$ cat config.mk
export PLATFORM = sky130hd
export DESIGN_NAME = bank_deposit_receiver
export DESIGN_NICKNAME = d
export VERILOG_FILES = /design/src/rtl/bank_pkg.sv /design/src/rtl/bank_credit_check.sv /design/src/rtl/bank_deposit_receiver.sv
export SDC_FILE = /design/constraint.sdc
export NUM_CORES = 1
export LEC_CHECK = 0
export ABC_AREA = 0
export CAP_MARGIN = 10
export CORE_MARGIN = 2
export CORE_UTILIZATION = 46
export CTS_BUF_LIST = sky130_fd_sc_hd__clkbuf_16
export DETAILED_ROUTE_END_ITERATION = 12
export GPL_TIMING_DRIVEN = 0
export PLACE_DENSITY = 0.75
export SLEW_MARGIN = 20
export SYNTH_ARGS = -nofsm -noshare
export SYNTH_HDL_FRONTEND = slang
export SYNTH_SLANG_ARGS = --single-unit
$ cat constraint.sdc
create_clock -name clk -period 4.1 [get_ports clk]
set_input_delay 1.23 -clock clk [delete_from_list [all_inputs] [get_ports clk]]
set_output_delay 1.23 -clock clk [all_outputs]
set_load 0.1 [all_outputs]
$ cat src/rtl/bank_pkg.sv
// ============================================================================
// bank_pkg: shared status codes, FSM states and operation codes for bank blocks
// Rev 1.0
// ============================================================================
`default_nettype none

package bank_pkg;

  typedef enum logic [1:0] {
    STATUS_OK       = 2'b00,
    STATUS_BAD_DST  = 2'b01,
    STATUS_OVERFLOW = 2'b10,
    STATUS_ZERO_AMT = 2'b11
  } status_e;

  typedef enum logic [1:0] {
    IDLE  = 2'd0,
    CHECK = 2'd1,
    RESP  = 2'd2
  } state_e;

  typedef enum logic [1:0] {
    OP_SHOW_BALANCE = 2'd0,
    OP_WITHDRAW     = 2'd1,
    OP_TRANSFER     = 2'd2
  } op_e;

endpackage

`default_nettype wire

$ cat src/rtl/bank_credit_check.sv
// ============================================================================
// bank_credit_check: combinational credit validation and new-balance sum
// Rev 1.0
// ============================================================================
`default_nettype none

module bank_credit_check
  import bank_pkg::*;
#(
  parameter logic [7:0]  ACCOUNT_ID  = 8'h01,
  parameter logic [31:0] MAX_BALANCE = 32'hFFFF_FFFF
) (
  input  logic [31:0] balance,
  input  logic [31:0] amount,
  input  logic [7:0]  dst,
  output status_e     status,
  output logic [31:0] sum
);

  logic [32:0] sum_wide;

  // One extra bit so the overflow test also catches a wrap past 2^32
  assign sum_wide = {1'b0, balance} + {1'b0, amount};
  assign sum      = sum_wide[31:0];

  always_comb begin
    status = STATUS_OK;
    if (dst != ACCOUNT_ID) begin
      status = STATUS_BAD_DST;
    end else if (amount == 32'd0) begin
      status = STATUS_ZERO_AMT;
    end else if (sum_wide > {1'b0, MAX_BALANCE}) begin
      status = STATUS_OVERFLOW;
    end
  end

endmodule

`default_nettype wire

$ cat src/rtl/bank_deposit_receiver.sv
// ============================================================================
// bank_deposit_receiver: accepts credit transfers for one account, responds
// with a status and updates the registered balance. Rev 1.0
// ============================================================================
`default_nettype none

module bank_deposit_receiver
  import bank_pkg::*;
#(
  parameter logic [7:0]  ACCOUNT_ID   = 8'h01,
  parameter logic [31:0] INIT_BALANCE = 32'd100000,
  parameter logic [31:0] MAX_BALANCE  = 32'hFFFF_FFFF
) (
  input  logic        clk,
  input  logic        reset,
  input  logic        req_valid,
  output logic        req_ready,
  input  logic [7:0]  req_src_id,
  input  logic [7:0]  req_dst_id,
  input  logic [31:0] req_amount,
  output logic        resp_valid,
  input  logic        resp_ready,
  output logic [1:0]  resp_status,
  output logic [31:0] balance,
  output logic [31:0] transaction_log,
  output logic [7:0]  last_src_id,
  output logic [15:0] credit_count
);

  state_e      state_q, state_d;
  logic        req_ready_q, req_ready_d;
  logic        resp_valid_q, resp_valid_d;
  status_e     status_q, status_d;
  logic [7:0]  src_q, src_d;
  logic [7:0]  dst_q, dst_d;
  logic [31:0] amount_q, amount_d;
  logic [31:0] balance_q, balance_d;
  logic [31:0] log_q, log_d;
  logic [7:0]  last_src_q, last_src_d;
  logic [15:0] credit_count_q, credit_count_d;

  status_e     chk_status;
  logic [31:0] chk_sum;

  bank_credit_check #(
    .ACCOUNT_ID  (ACCOUNT_ID),
    .MAX_BALANCE (MAX_BALANCE)
  ) u_credit_check (
    .balance (balance_q),
    .amount  (amount_q),
    .dst     (dst_q),
    .status  (chk_status),
    .sum     (chk_sum)
  );

  always_comb begin
    state_d        = state_q;
    req_ready_d    = req_ready_q;
    resp_valid_d   = resp_valid_q;
    status_d       = status_q;
    src_d          = src_q;
    dst_d          = dst_q;
    amount_d       = amount_q;
    balance_d      = balance_q;
    log_d          = log_q;
    last_src_d     = last_src_q;
    credit_count_d = credit_count_q;

    case (state_q)
      IDLE: begin
        if (req_valid && req_ready_q) begin
          src_d       = req_src_id;
          dst_d       = req_dst_id;
          amount_d    = req_amount;
          req_ready_d = 1'b0;
          state_d     = CHECK;
        end
      end
      CHECK: begin
        status_d     = chk_status;
        resp_valid_d = 1'b1;
        state_d      = RESP;
        if (chk_status == STATUS_OK) begin
          balance_d      = chk_sum;
          log_d          = amount_q;
          last_src_d     = src_q;
          credit_count_d = credit_count_q + 16'd1;
        end
      end
      RESP: begin
        if (resp_ready) begin
          resp_valid_d = 1'b0;
          req_ready_d  = 1'b1;
          state_d      = IDLE;
        end
      end
      default: begin
        resp_valid_d = 1'b0;
        req_ready_d  = 1'b1;
        state_d      = IDLE;
      end
    endcase
  end

  always_ff @(posedge clk) begin
    if (reset) begin
      state_q        <= IDLE;
      req_ready_q    <= 1'b1;
      resp_valid_q   <= 1'b0;
      status_q       <= STATUS_OK;
      src_q          <= 8'd0;
      dst_q          <= 8'd0;
      amount_q       <= 32'd0;
      balance_q      <= INIT_BALANCE;
      log_q          <= 32'd0;
      last_src_q     <= 8'd0;
      credit_count_q <= 16'd0;
    end else begin
      state_q        <= state_d;
      req_ready_q    <= req_ready_d;
      resp_valid_q   <= resp_valid_d;
      status_q       <= status_d;
      src_q          <= src_d;
      dst_q          <= dst_d;
      amount_q       <= amount_d;
      balance_q      <= balance_d;
      log_q          <= log_d;
      last_src_q     <= last_src_d;
      credit_count_q <= credit_count_d;
    end
  end

  assign req_ready       = req_ready_q;
  assign resp_valid      = resp_valid_q;
  assign resp_status     = status_q;
  assign balance         = balance_q;
  assign transaction_log = log_q;
  assign last_src_id     = last_src_q;
  assign credit_count    = credit_count_q;

endmodule

`default_nettype wire

Yosys cells after proc, flatten, opt, wreduce, memory -nomap -nowiden:

Cells that the tools add are included.

* flip-flop bits (word level): 142
* output and inout bits: 92
* bits of input ports: 52
* logic and storage cells: 41

* order comparisons: 1
* reduce and logical (&&, ||, !) cells: 9
* equal/unequal tests: 5
* mux-type cells: 11
* add/subtract/negate cells: 2
* bitwise operators: 2

Operators by type and width (count)
* $add A32 B32 Y33: 1
* $gt A33 B32 Y1 const B: 1
* $logic_not A32 Y1: 1
* $add A16 B1 Y16 const B: 1
* $mux W2: 5
* $ne A8 B1 Y1 const B: 1
* $reduce_and A2 Y1: 4
* $pmux W1 S3: 2
* $pmux W2 S3: 1
* $logic_not A2 Y1: 2
* $ne A2 B2 Y1 const B: 2
* $mux W1: 3
* $reduce_and A3 Y1: 1
* $eq A2 B1 Y1 const B: 1
* $eq A2 B2 Y1 const B: 1
* $not A1 Y1: 2
* $logic_and A1 B1 Y1: 1

Depth between registers and ports, before layout:

Gate-level depths: netlist of run 1.

* depth in word-level cells: 7
* mapped depth: 14
* mapped depth without buffers: 11

Modules after synthesis:

From an unflattened synthesis of run 1, not the netlist that was laid out.

* cells, all modules: 882
* area total of the unflattened synthesis: 6802.8 um^2

By module, submodules not included
* bank_deposit_receiver: area an instance 5022.3 um^2, instances 1, cells an instance 630, seq. area each 2842.7 um^2
* bank_credit_check: area an instance 1780.5 um^2, instances 1, cells an instance 252, seq. area each 0.0 um^2

Worst setup path after synthesis of run 1:

OpenSTA, ideal clock, no wires.

* path type: reg-to-reg
* from: register balance_q[0], in the netlist balance[0]
* to: register credit_count_q[12], in the netlist credit_count[12]
* library setup time: 0.121 ns
* buffers on the path: 1
* arrival time: 3.740 ns
* stages on the path, launching flop included: 13
* path slack: 0.239 ns
* period minus slack after synthesis: 3.861 ns
* data required time: 3.979 ns
* cells stage by stage: dfxtp_1 ha_1 fa_1 a21o_1 a21o_1 a211oi_2 o211ai_2 a2111oi_4 nor4_2 or2_1 buf_6 nor4_1 mux2_2

* cells in the longest elaborated chain, start to end: 7

RTL lines
* from (decl): RTL line bank_deposit_receiver.sv:37 `logic [31:0] balance_q, balance_d;`
* from (signal assigned): RTL line bank_deposit_receiver.sv:126 `balance_q <= balance_d;`
* $add A32 B32 Y33: RTL line bank_credit_check.sv:23 `assign sum_wide = {1'b0, balance} + {1'b0, amount};`
* $gt A33 B32 Y1: RTL line bank_credit_check.sv:32 `end else if (sum_wide > {1'b0, MAX_BALANCE}) begin`
* $mux W2: RTL line bank_credit_check.sv:32
* $mux W2: RTL line bank_credit_check.sv:30 `end else if (amount == 32'd0) begin`
* $mux W2: RTL line bank_credit_check.sv:28 `if (dst != ACCOUNT_ID) begin`
* $logic_not A2 Y1: RTL line bank_deposit_receiver.sv:83 `if (chk_status == STATUS_OK) begin`
* $reduce_and A2 Y1 (no source line)
* to (signal assigned): RTL line bank_deposit_receiver.sv:129 `credit_count_q <= credit_count_d;`
* to (decl): RTL line bank_deposit_receiver.sv:40 `logic [15:0] credit_count_q, credit_count_d;`

Every way passes these cells.
A chain may end at the register's enable or synchronous reset.

Worst setup path after layout of run 1:

* from: register amount_q[0]
* to: register balance_q[17], in the netlist balance[17]

* cells in the longest elaborated chain, start to end: 7
* elaborated cells between the ends (all ways): 8
* those cells by class: add/sub (1); order compare (1); mux (3); reduce/logical (3)

RTL lines
* from (decl): RTL line bank_deposit_receiver.sv:36 `logic [31:0] amount_q, amount_d;`
* from (signal assigned): RTL line bank_deposit_receiver.sv:125 `amount_q <= amount_d;`
* $add A32 B32 Y33: RTL line bank_credit_check.sv:23
* $gt A33 B32 Y1: RTL line bank_credit_check.sv:32
* $mux W2: RTL line bank_credit_check.sv:32
* $mux W2: RTL line bank_credit_check.sv:30
* $mux W2: RTL line bank_credit_check.sv:28
* $logic_not A2 Y1: RTL line bank_deposit_receiver.sv:83
* $reduce_and A2 Y1 (no source line)

Parallel ways exist; a longest one is shown, timed or not.

==> results of run 1 <==
sequential cells by signal, indices dropped and copies added, names as in the netlist:
signal,flops
amount_q,32
balance,32
credit_count,16
dst_q,8
last_src_id,8
req_ready,1
resp_status,2
resp_valid,1
src_q,8
state_q,2
transaction_log,32
cells by family (layout without fill, tap and decap cells):
family          count (synthesis)  count (layout)  share of synthesized area
compound gates                235             235                     0.2122
xor+xnor                       28              28                    0.03545
simple gates                  376             376                     0.2411
buf+inv                        57             231                    0.03454
mux                             2               2                   0.003255
flops                         142             142                     0.4109
fa+ha+maj                      34              34                    0.06258
cells in the final DEF (no fill, tap or decap), drive strengths merged, types with 13 or more instances in the layout:
cell,netlist,final
o211ai,13,13
nor2,34,34
xnor2,21,21
clkdlybuf4s50,0,142
nand2,241,241
buf,14,14
clkbuf,34,51
inv,8,13
nor4,16,16
o21ai,18,18
ha,33,33
a21oi,131,131
a21o,25,25
dfxtp,142,142
nand3,19,19
through the flow:
stage | setup WS, ns | std cells | power [mW]
floorplan | 0.2392 | 874 | 1.708
global placement | 0.2874 | 1200 | 1.843
detailed placement | 0.2946 | 1200 | 1.847
CTS | 0.2534 | 1232 | 3.278
global route | 0.003942 | 1232 | 3.380
finish | 0.2536 | 1232 | 3.270
metal layers:
metal  vias up  routed length [µm]  part of all wire
li1       3384                   -                 -
met1      3201                9510              0.44
met2       244                9686              0.45
met3        48                1647             0.077
met4         0                 612             0.029
met5         -                   0                 0
worst max-delay path: cells and delay by family, from the launching register on:
kind	cells	cell delay (ns)
buffers and inverters	1	0.63
adders and majority gates	2	0.63
DFF	1	0.34
and+or+nand+nor	3	0.65
AOI/OAI and AO/OA	6	1.50
worst paths after layout:
check / from / end / slack [ns]
setup / recovery: amount_q[0] / balance[17] / 0.25
hold / removal: src_q[0] / last_src_id[0] / 0.45
setup reg to reg: amount_q[0] / balance[17] / 0.25
hold reg to reg: src_q[0] / last_src_id[0] / 0.45
final cells by class:
type,instances,area share
multi-input cells,675,0.4206
flip-flops and latches,142,0.3117
repair buffers,142,0.1559
clock buffers,17,0.04665
well taps,184,0.02524
plain buffers,48,0.02264
clock inverters,15,0.01358
inverters,9,0.003704
where the power goes:
group	leakage (nW)	internal (mW)	switching, mW	total [mW]
clock network	0.275	0.830	0.616	1.45
registers	1.15	1.42	0.0429	1.46
logic	2.13	0.139	0.223	0.362
total	3.56	2.39	0.882	3.27
==> metrics.cfg, run 1 <==
[critical_path]
arrival_ns=4.21
slowest_delay_ns=0.63
start_kind=register
crit_slowest_cell=clkbuf_1
criticalPathCategory=reg -> reg
r2r_cells=12
cp_common_cell=a21o_1
crit_chain=ha_1, fa_1, a21o_1, a21o_1, a211oi_2, o211ai_2, a2111oi_4, nor4_2, nor2_1, clkbuf_1, nand4_1, a21oi_1
cp_max_fo=10
cp.required_ns=4.46
critical_path.endpoint_type=register

[grt]
busiest_layer=met2
met1_usage=0.3434
grt_pass1_vias=6459
gr-usage-all-layers=0.2663
grt_max_degree=17
antenna_found_initial=0
grt_overflow=0
grt_pass1_wl_mm=33.38
use_met2=0.4234
grt_use_met3=0.07381

[sta]
rsz0062_at_grt=false
final.setup.tns_ns=0
finalMaxSlewViolations=0
setup_viol=0
maxClockFrequency_mhz=260.0
hold_viol=0
maxSlewHeadroom=0.2959
fin_crit_ns=3.846
worstMarginPinSlew_ns=1.053
timing.hold.ws_ns=0.4497
fin_crit_sh=0.9381
skew_ns=0.008071

[finish]
nFillCells=1314
layout.nets=1121
finalInstanceArea_um2=9120
seqCellArea_um2=2843
final_util=0.6251
multiInputGateArea_um2=3836
drive_gt1_frac=0.05344
syn2layout_area_growth_pct=31.83
antenna_cells=0

[logic_synthesis]
syn-num-nets=960
yosysSeqAreaShare=0.4109
synth_top_flop_cell=dfxtp_1
syn-cell-area_um2=6918
syn_area_per_cell_um2=7.915
synth_edf_count=0
netlist_top_cells_count=nand2_1 (241), dfxtp_1 (142), a21oi_1 (129)
yosys_warnings=0
synth-async-reset-ratio=0
yosysTopAreaCellShare=0.4109
yosys.area.top_type=dfxtp_1
syn_inst=874
synth_cell_types=64
yosysMostFrequentCell=nand2_1
yosys-top-cells-area=dfxtp_1 (41%), nand2_1 (13%), a21oi_1 (9.3%)
yosys_register_bits=142

[route]
num_vias=6877
vias_per_cell=5.582
drc_errors=0
first_iter_violations=569
post_drt_wl_per_cell_um=17.42
drt_wl_total_mm=21.46
drtPass1Iterations=7
antenna_left=0

[floorplan]
core_area_um2=14590
floorplan.die_area_um2=16040
rows=44
die_height_um=126.6
ios=144
initial_core_util=0.4742
die_x_um=126.6

[clock_tree]
cts.path.max_buffers=2
cts_resized=0
clock-sinks=142
cts_hold_buf=0
post_cts_buffers=0
clk_pin_slew_ns=0.06
h-tree-depth=4
cts_root_buf=clkbuf_16
cts_tree=done
cts_buffers=17
clkLatencyLatePin_ns=0.43

[place]
numPortBuffers=142
post_dp_cell_area_um2=8569
place.gp.congestion=0.9474
hpwl_mm=15.97

[min_path]
worst_hold_path.num_cells=2
hold_path_class=reg -> reg

[status]
status=finished, final reports clean

[power_and_ir_drop]
p_per_area_nw_per_um2=358.6
p_leak_nw=3.560
peakVddDrop_mv=0.3107

[run]
max_cap_violations=0

No activity file was read; power rests on OpenSTA's default activity.
==> run 2: changes to the inputs <==
clock period = 4.16 ns   (was 4.1 ns; I/O delays follow)
==> metrics.cfg, run 2 (synthesis results as in run 1) <==
[sta]
worstMarginPinSlew_ns=1.053  ; +0.0001474 ns
fin_crit_ns=3.858  ; +0.01119 ns
maxSlewHeadroom=0.2958  ; about the same
maxClockFrequency_mhz=259.2  ; -0.29%
finalMaxSlewViolations=0  ; unchanged
timing.hold.ws_ns=0.4501  ; +0.0003510 ns
rsz0062_at_grt=false
setup_viol=0  ; unchanged
fin_crit_sh=0.9273  ; -0.01084
final.setup.tns_ns=0  ; unchanged
hold_viol=0  ; unchanged
setup_slack_ns=0.3024  ; +0.04881 ns
skew_ns=0.008271  ; +0.0002005 ns

[finish]
layout.nets=1121  ; unchanged
antenna_cells=0  ; unchanged
drive_gt1_frac=0.05248  ; -0.0009542
stdcell_count=1232  ; unchanged
final_util=0.6250  ; about the same
nFillCells=1314  ; unchanged
layout_commonest_cell=nand2_1
syn2layout_area_growth_pct=31.81  ; about the same
finalInstanceArea_um2=9119  ; about the same
layout_common_cells=nand2_1 (241), dfxtp_1 (142), clkdlybuf4s50_1 (142), a21oi_1 (129)

[clock_tree]
cts_hold_buf=0  ; unchanged
clock-sinks=142  ; unchanged
post_cts_buffers=0  ; unchanged
h-tree-depth=4  ; unchanged
clk_pin_slew_ns=0.06  ; about the same
cts_root_buf=clkbuf_16
clkLatencyLatePin_ns=0.43  ; about the same
cts_resized=0  ; unchanged
cts.path.max_buffers=2  ; unchanged
cts_tree=done
cts_buffers=17  ; unchanged

[critical_path]
criticalPathCategory=reg -> reg
cp.required_ns=4.52  ; +0.06 ns
crit_chain=ha_1, fa_1, a21o_1, a21o_1, a211oi_2, o211ai_2, a2111oi_4, nor4_2, nor2_1, buf_2, clkbuf_1, nand2_1, a21oi_1
path_delay_family=compound AO/OA/AOI/OAI gates
critical_path.endpoint_type=register
cp_max_fo=10  ; unchanged
crit_slowest_cell=a2111oi_4
cp_common_cell=a21o_1
start_kind=register
rrSetupSlack_ns=0.30  ; +0.05 ns
arrival_ns=4.21  ; about the same
slowest_delay_ns=0.44  ; -0.19 ns
critPathBufInv=2  ; +1

[route]
drc_errors=0  ; unchanged
first_iter_violations=575  ; +1.1%
num_vias=6879  ; +0.029%
drtPass1Iterations=5  ; -2
vias_per_cell=5.584  ; about the same
drt_wl_total_mm=21.47  ; about the same
antenna_left=0  ; unchanged
post_drt_wl_per_cell_um=17.42  ; about the same

[grt]
grt_pass1_wl_mm=33.38  ; unchanged
gr-usage-all-layers=0.2663  ; unchanged
use_met2=0.4234  ; unchanged
grt_use_met3=0.07381  ; unchanged
busiest_layer=met2
antenna_found_initial=0  ; unchanged
grt_overflow=0  ; unchanged
grt_pass1_vias=6459  ; unchanged
grt_max_degree=17  ; unchanged
met1_usage=0.3434  ; unchanged

[floorplan]
core_area_um2=14590  ; unchanged
initial_core_util=0.4742  ; unchanged
die_height_um=126.6  ; unchanged
rows=44  ; unchanged
ios=144  ; unchanged
floorplan.die_area_um2=16040  ; unchanged
die_x_um=126.6  ; unchanged

[min_path]
hold_path_class=reg -> reg

[place]
hpwl_mm=15.97  ; unchanged
placed_cells=1200  ; unchanged
place.gp.congestion=0.9474  ; unchanged
post_dp_cell_area_um2=8569  ; unchanged
place_ws_ns=0.3546  ; +0.06000 ns
numPortBuffers=142  ; unchanged

[run]
max_cap_violations=0  ; unchanged

[power_and_ir_drop]
p_leak_nw=3.557  ; about the same
peakVddDrop_mv=0.3058  ; -1.6%
power_mw=3.222  ; -1.5%
p_per_area_nw_per_um2=353.3  ; -1.5%

[status]
status=finished, final reports clean

==> run 2: changes by cell type in the layout (fill, tap and decap cells not counted) <==
cell	before	now
clkbuf_1	33	34
clkbuf_2	1	0
==> run 2: power breakdown <==
part           internal, mW  switching [mW]
Combinational         0.137           0.220
Clock                 0.818           0.606
Sequential             1.40          0.0423
==> run 2: metal layers <==
| layer | wire length (µm) | vias up |
|---|---|---|
| met2 | 9710 | 253 |
| met5 | 0 | - |
| met1 | 9464 | 3194 |
| li1 | - | 3386 |
| met3 | 1693 | 46 |
| met4 | 596 | 0 |
==> run 2: final timing paths <==
check / from / end / cells after the start
hold reg to reg: src_q[0] / last_src_id[0] / 2
hold / removal: src_q[0] / last_src_id[0] / 2
setup reg to reg: amount_q[0] / transaction_log[14] / 13
setup / recovery: amount_q[0] / transaction_log[14] / 13
==> run 2: layout make-up <==
class                   instances  area (µm²)  area share
inverters                       9       33.78    0.003705
clock buffers                  17       425.4     0.04665
flip-flops and latches        142        2843      0.3117
repair buffers                142        1421      0.1559
clock inverters                15       123.9     0.01358
plain buffers                  48       205.2     0.02250
well taps                     184       230.2     0.02525
multi-input cells             675        3836      0.4207
==> run 2: worst min-delay path, delay by kind of cell (launching register included) <==
| kind | cells | cell delay (ns) |
|---|---|---|
| simple gates | 1 | 0.05 |
| compound gates | 1 | 0.05 |
| flops | 1 | 0.31 |
